===== src/rtl/axi4_lite_pkg.sv =====
// Shared AXI4-Lite definitions: response codes, master FSM encoding and the
// read-data pattern returned when a response wait times out.
package axi4_lite_pkg;

    // AXI4-Lite response codes
    localparam logic [1:0] RESP_OKAY   = 2'b00;
    localparam logic [1:0] RESP_EXOKAY = 2'b01;
    localparam logic [1:0] RESP_SLVERR = 2'b10;
    localparam logic [1:0] RESP_DECERR = 2'b11;

    // Master FSM encoding (plain constants so legacy code can compare raw bits)
    typedef logic [2:0] state_t;
    localparam state_t IDLE    = 3'd0;
    localparam state_t WR      = 3'd1;
    localparam state_t WR_RESP = 3'd2;
    localparam state_t RD_ADDR = 3'd3;
    localparam state_t RD_DATA = 3'd4;

    // Load data handed back when the slave never answers
    localparam logic [31:0] TIMEOUT_RDATA = 32'hDEAD_BEEF;

    // Anything other than OKAY is reported to the core as an error; EXOKAY has
    // no meaning for a single-beat master that never issues exclusives.
    function automatic logic resp_is_err(input logic [1:0] resp);
        logic err;
        case (resp)
            RESP_OKAY:                             err = 1'b0;
            RESP_EXOKAY, RESP_SLVERR, RESP_DECERR: err = 1'b1;
            default:                               err = 1'b1;
        endcase
        return err;
    endfunction

endpackage


===== src/rtl/axi4_lite_if.sv =====
// AXI4-Lite signal bundle (AW, W, B, AR, R channels; no PROT).
// Ports: none; modports
//   master - drives AW/W/AR payload+VALID, BREADY, RREADY
//   slave  - drives AWREADY, WREADY, B channel, ARREADY, R channel
interface axi4_lite_if #(
    parameter int unsigned ADDR_WIDTH = 32,
    parameter int unsigned DATA_WIDTH = 32
);
    logic [ADDR_WIDTH-1:0]   awaddr;
    logic                    awvalid;
    logic                    awready;
    logic [DATA_WIDTH-1:0]   wdata;
    logic [DATA_WIDTH/8-1:0] wstrb;
    logic                    wvalid;
    logic                    wready;
    logic [1:0]              bresp;
    logic                    bvalid;
    logic                    bready;
    logic [ADDR_WIDTH-1:0]   araddr;
    logic                    arvalid;
    logic                    arready;
    logic [DATA_WIDTH-1:0]   rdata;
    logic [1:0]              rresp;
    logic                    rvalid;
    logic                    rready;

    modport master (
        output awaddr, awvalid, wdata, wstrb, wvalid, bready, araddr, arvalid, rready,
        input  awready, wready, bresp, bvalid, arready, rdata, rresp, rvalid
    );

    modport slave (
        input  awaddr, awvalid, wdata, wstrb, wvalid, bready, araddr, arvalid, rready,
        output awready, wready, bresp, bvalid, arready, rdata, rresp, rvalid
    );

endinterface


===== src/rtl/axi4_lite_master_bridge.sv =====
// Converts a core's single-beat load/store request into one AXI4-Lite
// transaction at a time, stalling the core via busy until the response
// handshake completes.
//
// Ports:
//   clk, rst            - clock, asynchronous active-low reset
//   mem_write, mem_read - store/load request, sampled only in IDLE (write wins)
//   byte_en             - store byte enables (WSTRB)
//   addr, write_data    - request address and store data
//   busy                - high whenever a transaction is in flight
//   read_data           - registered load data, held until the next load completes
//   read_valid          - one-cycle pulse when read_data updates
//   resp_err            - one-cycle pulse at completion when the response is not OKAY
//   master_if           - AXI4-Lite master side
//
// Build option: define AXI_TIMEOUT_EN to abandon a response wait after
// TIMEOUT_CYCLES cycles (reads then return TIMEOUT_RDATA with resp_err).
module axi4_lite_master_bridge
    import axi4_lite_pkg::*;
#(
    parameter int unsigned ADDR_WIDTH     = 32,
    parameter int unsigned DATA_WIDTH     = 32,
    parameter int unsigned TIMEOUT_CYCLES = 256
) (
    input  logic                  clk,
    input  logic                  rst,
    input  logic                  mem_write,
    input  logic                  mem_read,
    input  logic [3:0]            byte_en,
    input  logic [ADDR_WIDTH-1:0] addr,
    input  logic [DATA_WIDTH-1:0] write_data,
    output logic                  busy,
    output logic [DATA_WIDTH-1:0] read_data,
    output logic                  read_valid,
    output logic                  resp_err,
    axi4_lite_if.master           master_if
);

    if (DATA_WIDTH != 32) begin : g_bad_data_width
        $error("axi4_lite_master_bridge: only DATA_WIDTH=32 is supported");
    end
    if (TIMEOUT_CYCLES == 0) begin : g_bad_timeout
        $error("axi4_lite_master_bridge: TIMEOUT_CYCLES must be at least 1");
    end

    state_t                  state_q, state_d;
    // awvalid_q/wvalid_q double as the per-channel "not yet handshaken" flags
    logic                    awvalid_q, awvalid_d;
    logic                    wvalid_q, wvalid_d;
    logic [ADDR_WIDTH-1:0]   awaddr_q, awaddr_d;
    logic [ADDR_WIDTH-1:0]   araddr_q, araddr_d;
    logic [DATA_WIDTH-1:0]   wdata_q, wdata_d;
    logic [3:0]              wstrb_q, wstrb_d;
    logic [DATA_WIDTH-1:0]   read_data_q, read_data_d;
    logic                    read_valid_q, read_valid_d;
    logic                    resp_err_q, resp_err_d;

`ifdef AXI_TIMEOUT_EN
    localparam int unsigned       CNT_W        = $clog2(TIMEOUT_CYCLES + 1);
    // Last waiting cycle: the wait is abandoned after TIMEOUT_CYCLES cycles
    localparam logic [CNT_W-1:0]  TIMEOUT_LAST = CNT_W'(TIMEOUT_CYCLES - 1);
    logic [CNT_W-1:0]             cnt_q, cnt_d;
`endif

    always_comb begin
        state_d      = state_q;
        awvalid_d    = awvalid_q;
        wvalid_d     = wvalid_q;
        awaddr_d     = awaddr_q;
        araddr_d     = araddr_q;
        wdata_d      = wdata_q;
        wstrb_d      = wstrb_q;
        read_data_d  = read_data_q;
        read_valid_d = 1'b0;
        resp_err_d   = 1'b0;

        case (state_q)
            IDLE: begin
                if (mem_write) begin
                    awaddr_d  = addr;
                    wdata_d   = write_data;
                    wstrb_d   = byte_en;
                    awvalid_d = 1'b1;
                    wvalid_d  = 1'b1;
                    state_d   = WR;
                end else if (mem_read) begin
                    araddr_d = addr;
                    state_d  = RD_ADDR;
                end
            end
            WR: begin
                if (awvalid_q && master_if.awready) awvalid_d = 1'b0;
                if (wvalid_q && master_if.wready)   wvalid_d  = 1'b0;
                if (!awvalid_d && !wvalid_d)        state_d   = WR_RESP;
            end
            WR_RESP: begin
                if (master_if.bvalid) begin
                    resp_err_d = resp_is_err(master_if.bresp);
                    state_d    = IDLE;
                end
            end
            RD_ADDR: begin
                if (master_if.arready) state_d = RD_DATA;
            end
            RD_DATA: begin
                if (master_if.rvalid) begin
                    read_data_d  = master_if.rdata;
                    read_valid_d = 1'b1;
                    resp_err_d   = resp_is_err(master_if.rresp);
                    state_d      = IDLE;
                end
            end
            default: state_d = IDLE;
        endcase

`ifdef AXI_TIMEOUT_EN
        // Counter sits at zero outside a response wait, so it is clear on entry
        cnt_d = '0;
        if ((state_q == WR_RESP && !master_if.bvalid) ||
            (state_q == RD_DATA && !master_if.rvalid)) begin
            if (cnt_q == TIMEOUT_LAST) begin
                state_d    = IDLE;
                resp_err_d = 1'b1;
                if (state_q == RD_DATA) begin
                    read_data_d  = DATA_WIDTH'(TIMEOUT_RDATA);
                    read_valid_d = 1'b1;
                end
            end else begin
                cnt_d = cnt_q + 1'b1;
            end
        end
`endif
    end

    always_ff @(posedge clk or negedge rst) begin
        if (!rst) begin
            state_q      <= IDLE;
            awvalid_q    <= 1'b0;
            wvalid_q     <= 1'b0;
            awaddr_q     <= '0;
            araddr_q     <= '0;
            wdata_q      <= '0;
            wstrb_q      <= '0;
            read_data_q  <= '0;
            read_valid_q <= 1'b0;
            resp_err_q   <= 1'b0;
        end else begin
            state_q      <= state_d;
            awvalid_q    <= awvalid_d;
            wvalid_q     <= wvalid_d;
            awaddr_q     <= awaddr_d;
            araddr_q     <= araddr_d;
            wdata_q      <= wdata_d;
            wstrb_q      <= wstrb_d;
            read_data_q  <= read_data_d;
            read_valid_q <= read_valid_d;
            resp_err_q   <= resp_err_d;
        end
    end

`ifdef AXI_TIMEOUT_EN
    always_ff @(posedge clk or negedge rst) begin
        if (!rst) begin
            cnt_q <= '0;
        end else begin
            cnt_q <= cnt_d;
        end
    end
`endif

    // Channel controls decode straight from state so reset drops them at once
    assign busy              = (state_q != IDLE);
    assign master_if.arvalid = (state_q == RD_ADDR);
    assign master_if.bready  = (state_q == WR_RESP);
    assign master_if.rready  = (state_q == RD_DATA);
    assign master_if.awvalid = awvalid_q;
    assign master_if.wvalid  = wvalid_q;
    assign master_if.awaddr  = awaddr_q;
    assign master_if.araddr  = araddr_q;
    assign master_if.wdata   = wdata_q;
    assign master_if.wstrb   = wstrb_q;

    assign read_data  = read_data_q;
    assign read_valid = read_valid_q;
    assign resp_err   = resp_err_q;

endmodule

===== src/flat_wrapper.sv =====
// flat-port wrapper written by rule: the top's interface ports become plain ports
module axi4_lite_master_bridge_flat import axi4_lite_pkg::*;
#(
    parameter int unsigned ADDR_WIDTH     = 32,
    parameter int unsigned DATA_WIDTH     = 32,
    parameter int unsigned TIMEOUT_CYCLES = 256
)
  (clk, rst, mem_write, mem_read, byte_en, addr, write_data, busy, read_data, read_valid, resp_err, master_if_awaddr, master_if_awvalid, master_if_wdata, master_if_wstrb, master_if_wvalid, master_if_bready, master_if_araddr, master_if_arvalid, master_if_rready, master_if_awready, master_if_wready, master_if_bresp, master_if_bvalid, master_if_arready, master_if_rdata, master_if_rresp, master_if_rvalid);
  axi4_lite_if #(.ADDR_WIDTH(ADDR_WIDTH), .DATA_WIDTH(DATA_WIDTH)) master_if_i ();
  input  logic clk;
  input  logic rst;
  input  logic mem_write;
  input  logic mem_read;
  input  logic [3:0] byte_en;
  input  logic [ADDR_WIDTH-1:0] addr;
  input  logic [DATA_WIDTH-1:0] write_data;
  output logic busy;
  output logic [DATA_WIDTH-1:0] read_data;
  output logic read_valid;
  output logic resp_err;
  output wire logic [$bits(master_if_i.awaddr)-1:0] master_if_awaddr;
  output wire logic [$bits(master_if_i.awvalid)-1:0] master_if_awvalid;
  output wire logic [$bits(master_if_i.wdata)-1:0] master_if_wdata;
  output wire logic [$bits(master_if_i.wstrb)-1:0] master_if_wstrb;
  output wire logic [$bits(master_if_i.wvalid)-1:0] master_if_wvalid;
  output wire logic [$bits(master_if_i.bready)-1:0] master_if_bready;
  output wire logic [$bits(master_if_i.araddr)-1:0] master_if_araddr;
  output wire logic [$bits(master_if_i.arvalid)-1:0] master_if_arvalid;
  output wire logic [$bits(master_if_i.rready)-1:0] master_if_rready;
  input wire logic [$bits(master_if_i.awready)-1:0] master_if_awready;
  input wire logic [$bits(master_if_i.wready)-1:0] master_if_wready;
  input wire logic [$bits(master_if_i.bresp)-1:0] master_if_bresp;
  input wire logic [$bits(master_if_i.bvalid)-1:0] master_if_bvalid;
  input wire logic [$bits(master_if_i.arready)-1:0] master_if_arready;
  input wire logic [$bits(master_if_i.rdata)-1:0] master_if_rdata;
  input wire logic [$bits(master_if_i.rresp)-1:0] master_if_rresp;
  input wire logic [$bits(master_if_i.rvalid)-1:0] master_if_rvalid;
  assign master_if_awaddr = master_if_i.awaddr;
  assign master_if_awvalid = master_if_i.awvalid;
  assign master_if_wdata = master_if_i.wdata;
  assign master_if_wstrb = master_if_i.wstrb;
  assign master_if_wvalid = master_if_i.wvalid;
  assign master_if_bready = master_if_i.bready;
  assign master_if_araddr = master_if_i.araddr;
  assign master_if_arvalid = master_if_i.arvalid;
  assign master_if_rready = master_if_i.rready;
  assign master_if_i.awready = master_if_awready;
  assign master_if_i.wready = master_if_wready;
  assign master_if_i.bresp = master_if_bresp;
  assign master_if_i.bvalid = master_if_bvalid;
  assign master_if_i.arready = master_if_arready;
  assign master_if_i.rdata = master_if_rdata;
  assign master_if_i.rresp = master_if_rresp;
  assign master_if_i.rvalid = master_if_rvalid;
  axi4_lite_master_bridge #(.ADDR_WIDTH(ADDR_WIDTH), .DATA_WIDTH(DATA_WIDTH), .TIMEOUT_CYCLES(TIMEOUT_CYCLES)) u_core (.clk(clk), .rst(rst), .mem_write(mem_write), .mem_read(mem_read), .byte_en(byte_en), .addr(addr), .write_data(write_data), .busy(busy), .read_data(read_data), .read_valid(read_valid), .resp_err(resp_err), .master_if(master_if_i));
endmodule

===== config.mk =====
export PLATFORM = sky130hd
export DESIGN_NAME = axi4_lite_master_bridge_flat
export DESIGN_NICKNAME = d
export VERILOG_FILES = /design/src/rtl/axi4_lite_pkg.sv /design/src/rtl/axi4_lite_if.sv /design/src/rtl/axi4_lite_master_bridge.sv /design/src/flat_wrapper.sv
export SDC_FILE = /design/constraint.sdc
export NUM_CORES = 1
export LEC_CHECK = 0
export CAP_MARGIN = 20
export CORE_ASPECT_RATIO = 1.1
export CORE_UTILIZATION = 37
export DETAILED_ROUTE_END_ITERATION = 8
export GPL_TIMING_DRIVEN = 0
export HOLD_SLACK_MARGIN = 0.03
export PLACE_DENSITY = 0.84
export SETUP_SLACK_MARGIN = 0.3
export SLEW_MARGIN = 40
export SYNTH_ARGS = -nofsm -noshare
export SYNTH_HDL_FRONTEND = slang
export SYNTH_SLANG_ARGS = --single-unit

===== constraint.sdc =====
create_clock -name clk -period 1.5 [get_ports clk]
set_input_delay 0.15 -clock clk [delete_from_list [all_inputs] [get_ports clk]]
set_output_delay 0.15 -clock clk [all_outputs]
set_load 0.05 [all_outputs]

==> key figures <==
Setup path
  – Maximum single-stage delay on the critical path: roughly 0.44 ns
  – Arr. time, crit path: 1.97 ns
  – Critical path's top delay family: flip-flops
  – Startpoint Class: register
  – Capture instance of the worst register-to-register path: u_core.master_if.wdata[6]$_DFFE_PN0P_
  – Reg2reg path depth: 6
  – Max stage delay cell, worst path: dfrtp_2
  – Critical Path End: u_core.master_if.wdata[6]$_DFFE_PN0P_
  – Worst setup EP type: register
  – Reg-to-reg slack, setup: -0.17 ns
  – Stages on worst setup path: 6
  – Crit-path most repeated cell: buf_12
  – Worst-path maximum fanout: 10
  – Number of buffer and inverter stages on the critical path: 3
  – Critical path, cell by cell: nor3_4 -> and2_4 -> buf_12 -> buf_12 -> clkbuf_16 -> mux2_4
  – Class of the most critical setup path: register to register
  – Critical path data required time: 1.79 ns
  – Startpoint of the most critical register-to-register path: u_core.state_q[2]$_DFFE_PN0P_
  – Critical path startpoint: u_core.state_q[2]$_DFFE_PN0P_

GRT
  – Met1 usage in global routing: 0.217
  – First-pass GRT wire length: about 23,000 um
  – Routing usage on met3: 0.0617
  – Total global routing overflow: 0
  – Number of global-route vias before repair: 4,233
  – Met2 Use GR: 0.370
  – Largest net degree at the start of global routing: 73
  – Total routing usage reported by global routing: 0.205
  – Initial antenna violation count: 0
  – Layer with the highest usage after global routing: met2

Drt
  – Number of search-and-repair iterations in the first detailed-routing pass: 4
  – Vias per Instance: 4.74
  – Drt wl/cell: 19.0 um
  – Number of remaining DRC errors: 0
  – Post-route ant nets: 0
  – Iter 0 DRT Violations: 174
  – Total via count in the routed design: 3,942
  – Sum of routed wire length over all layers: ~16,000 um

Floorplanning
  – Starting density of the core: 0.383
  – Chip width: between 100 and 150 um
  – Area of the core: about 14,000 um^2
  – Die footprint: around 15,000 um^2
  – Die Span Y: about 130 um
  – Number of cell rows: 45
  – Count of pins on the block boundary: 253

CTS
  – CTS HTree Levels: 4
  – Cts bufs inserted: 17
  – Clock tree from TritonCTS: built
  – Clk root buf: clkbuf_16
  – CTS sink count: approximately 140
  – Latest clock arrival within the worst-skew pair: 0.41 ns
  – Clock transition time at the flip-flop clock pins of the worst setup and hold paths: 0.06 ns
  – Longest Clk Path Bufs: 2

Run status
  – Failing checks: setup timing
  – Status: finished with violations

Timing
  – Worst Max-Slew Pin Slew: 0.521 ns
  – Share of the clock period used by the worst path after layout: 1.12
  – Unrepaired setup endpoints after global routing: yes
  – Worst hold-check slack: 0.303 ns
  – Clock tree skew after final layout: 0.00835 ns
  – Setup violation total in the final timing report: 135
  – Final-report hold violation count: 0
  – Worst-case setup margin in the final layout: -0.175 ns
  – Total count of max-transition violations in the final report: 0
  – Slew margin rel.: 0.653
  – Fin crit period: around 1.7 ns
  – Peak Freq: about 0.6 GHz

Synth
  – Fraction of the yosys area taken by sequential cells: 0.647
  – Cells after synthesis: about 320
  – Avg Cell Area, Syn: approximately 17 um^2
  – Synth Net Count: 431
  – Register bit count reported by yosys: 139
  – Cell variety after synth: 26
  – Synth top area share: 0.647
  – Dominant cells by area after synthesis: dfrtp_1 (65%), mux2_2 (18%), mux2_1 (5.9%), mux2_4 (5.6%), buf_6 (1.3%)
  – Cell Area, Synth: 5380 um^2
  – Cell taking the most area after synthesis: dfrtp_1
  – Yosys synthesis warning count: 0

Layout
  – Share of cells above drive strength 1: 0.584
  – Antenna diode count: 0
  – Number of nets in the layout: around 740
  – Area Growth Syn to Fin: 76.8%

Min path
  – HP Class: input pin to async pin

Flow run
  – # Max-Cap Violations: 0

Placed design
  – Number of buffers added on ports: between 200 and 300
  – Final RePlAce weighted congestion: 0.738
  – Placed wire-length estimate: around 10,000 um
==> cell usage in the layout, fill, tap and decap left out, drive strengths merged, types with 3 or more instances in the layout <==
cell and instances:
buf 130, clkinv 5, clkbuf 87, clkdlybuf4s50 111, nor3b 3, a21oi 4, inv 3, dfrtp 139
bufinv 3, mux2 132
==> through the flow <==
stage	setup WS [ns]	TNS [ns]	cells	utilization	cell area, um^2
2_1_floorplan	-0.454	-17.40	318	-	5440
3_3_place_gp	-5.43	-714.72	758	0.585	8200
3_5_place_dp	-0.339	-32.29	759	0.587	8230
4_1_cts	-0.180	-14.07	814	0.633	8870
5_1_grt	-0.226	-22.04	832	0.678	9500
6_report	-0.175	-15.25	832	0.678	9500
==> cell type report <==
type | count | area, um^2
inverter | 2 | 7.51
sequential | 139 | 3480
fill | 1000 | 4520
clock inverter | 11 | 143
clock buffer | 21 | 460
buffer | 16 | 297
timing repair buffer | 294 | 2820
tap | 188 | 235
multi-input combinational | 161 | 2060
==> synth_stat cells <==
cell,n
a21oi_1,4
a22o_1,2
a311o_1,1
a31oi_1,1
and2_1,2
and3b_1,1
buf_2,8
buf_4,2
buf_6,6
dfrtp_1,139
inv_1,2
mux2_1,28
mux2_2,84
mux2_4,20
mux2i_1,1
nand2_1,2
nand2b_1,2
nand3b_1,2
nor2_1,1
nor3_2,1
nor3b_1,2
nor3b_2,1
o21a_1,1
o2bb2ai_1,2
o31ai_1,1
or2_2,2
==> worst min-delay path by stage <==
stage	slack, ns	from	cells past startpoint	endpoint
after global placement	0.47	u_core.read_data[25]$_DFFE_PN0P_	1	u_core.read_data[25]$_DFFE_PN0P_
after global routing	0.33	rst	2	u_core.read_data[16]$_DFFE_PN0P_
final	0.30	rst	2	u_core.read_data[18]$_DFFE_PN0P_
after CTS	0.30	rst	2	u_core.read_data[18]$_DFFE_PN0P_
after detailed placement	0.13	rst	1	u_core.read_data[18]$_DFFE_PN0P_
after floorplan	-0.15	rst	0	u_core.master_if.araddr[0]$_DFFE_PN0P_
==> layer usage <==
layer  vias up  routed length, um
met5         -                  0
li1       1764                  -
met3        25                921
met1      2003               5940
met2       150               8640
met4         0                285
==> worst register-to-register path, cell delays in order (launching register included) <==
cell and delay (ns):
dfrtp_2 0.44, nor3_4 0.20, and2_4 0.17, buf_12 0.14, buf_12 0.15, clkbuf_16 0.16, mux2_4 0.30
==> kinds of logic after synthesis <==
kind of cell	Yosys count	synth area share
AOI/OAI and AO/OA	12	0.0161
DFF	139	0.647
and+or+nand+nor	16	0.0205
buffers and inverters	18	0.0242
muxes	133	0.292
==> registers in the layout, summed over array words and instances, names as in the netlist <==
| register | count |
|---|---|
| u_core.master_if.araddr | 32 |
| u_core.master_if.awaddr | 32 |
| u_core.master_if.wdata | 32 |
| u_core.read_data | 32 |
| u_core.master_if.wstrb | 4 |
| u_core.state_q | 3 |
| u_core.master_if.awvalid | 1 |
| u_core.master_if.wvalid | 1 |
| u_core.read_valid | 1 |
| u_core.resp_err | 1 |
==> timing repair <==
item	in CTS	in global routing
setup endpoints to repair	276	228
gates cloned	6	7
endpoints found under the hold margin	67	0
resized for setup	821	160
setup buffers	16	11
pin swaps	3	6
hold buffers	1	0
Power is not shown: default switching activity piles up to over one toggle a cycle in this logic, so the estimate is an artifact.
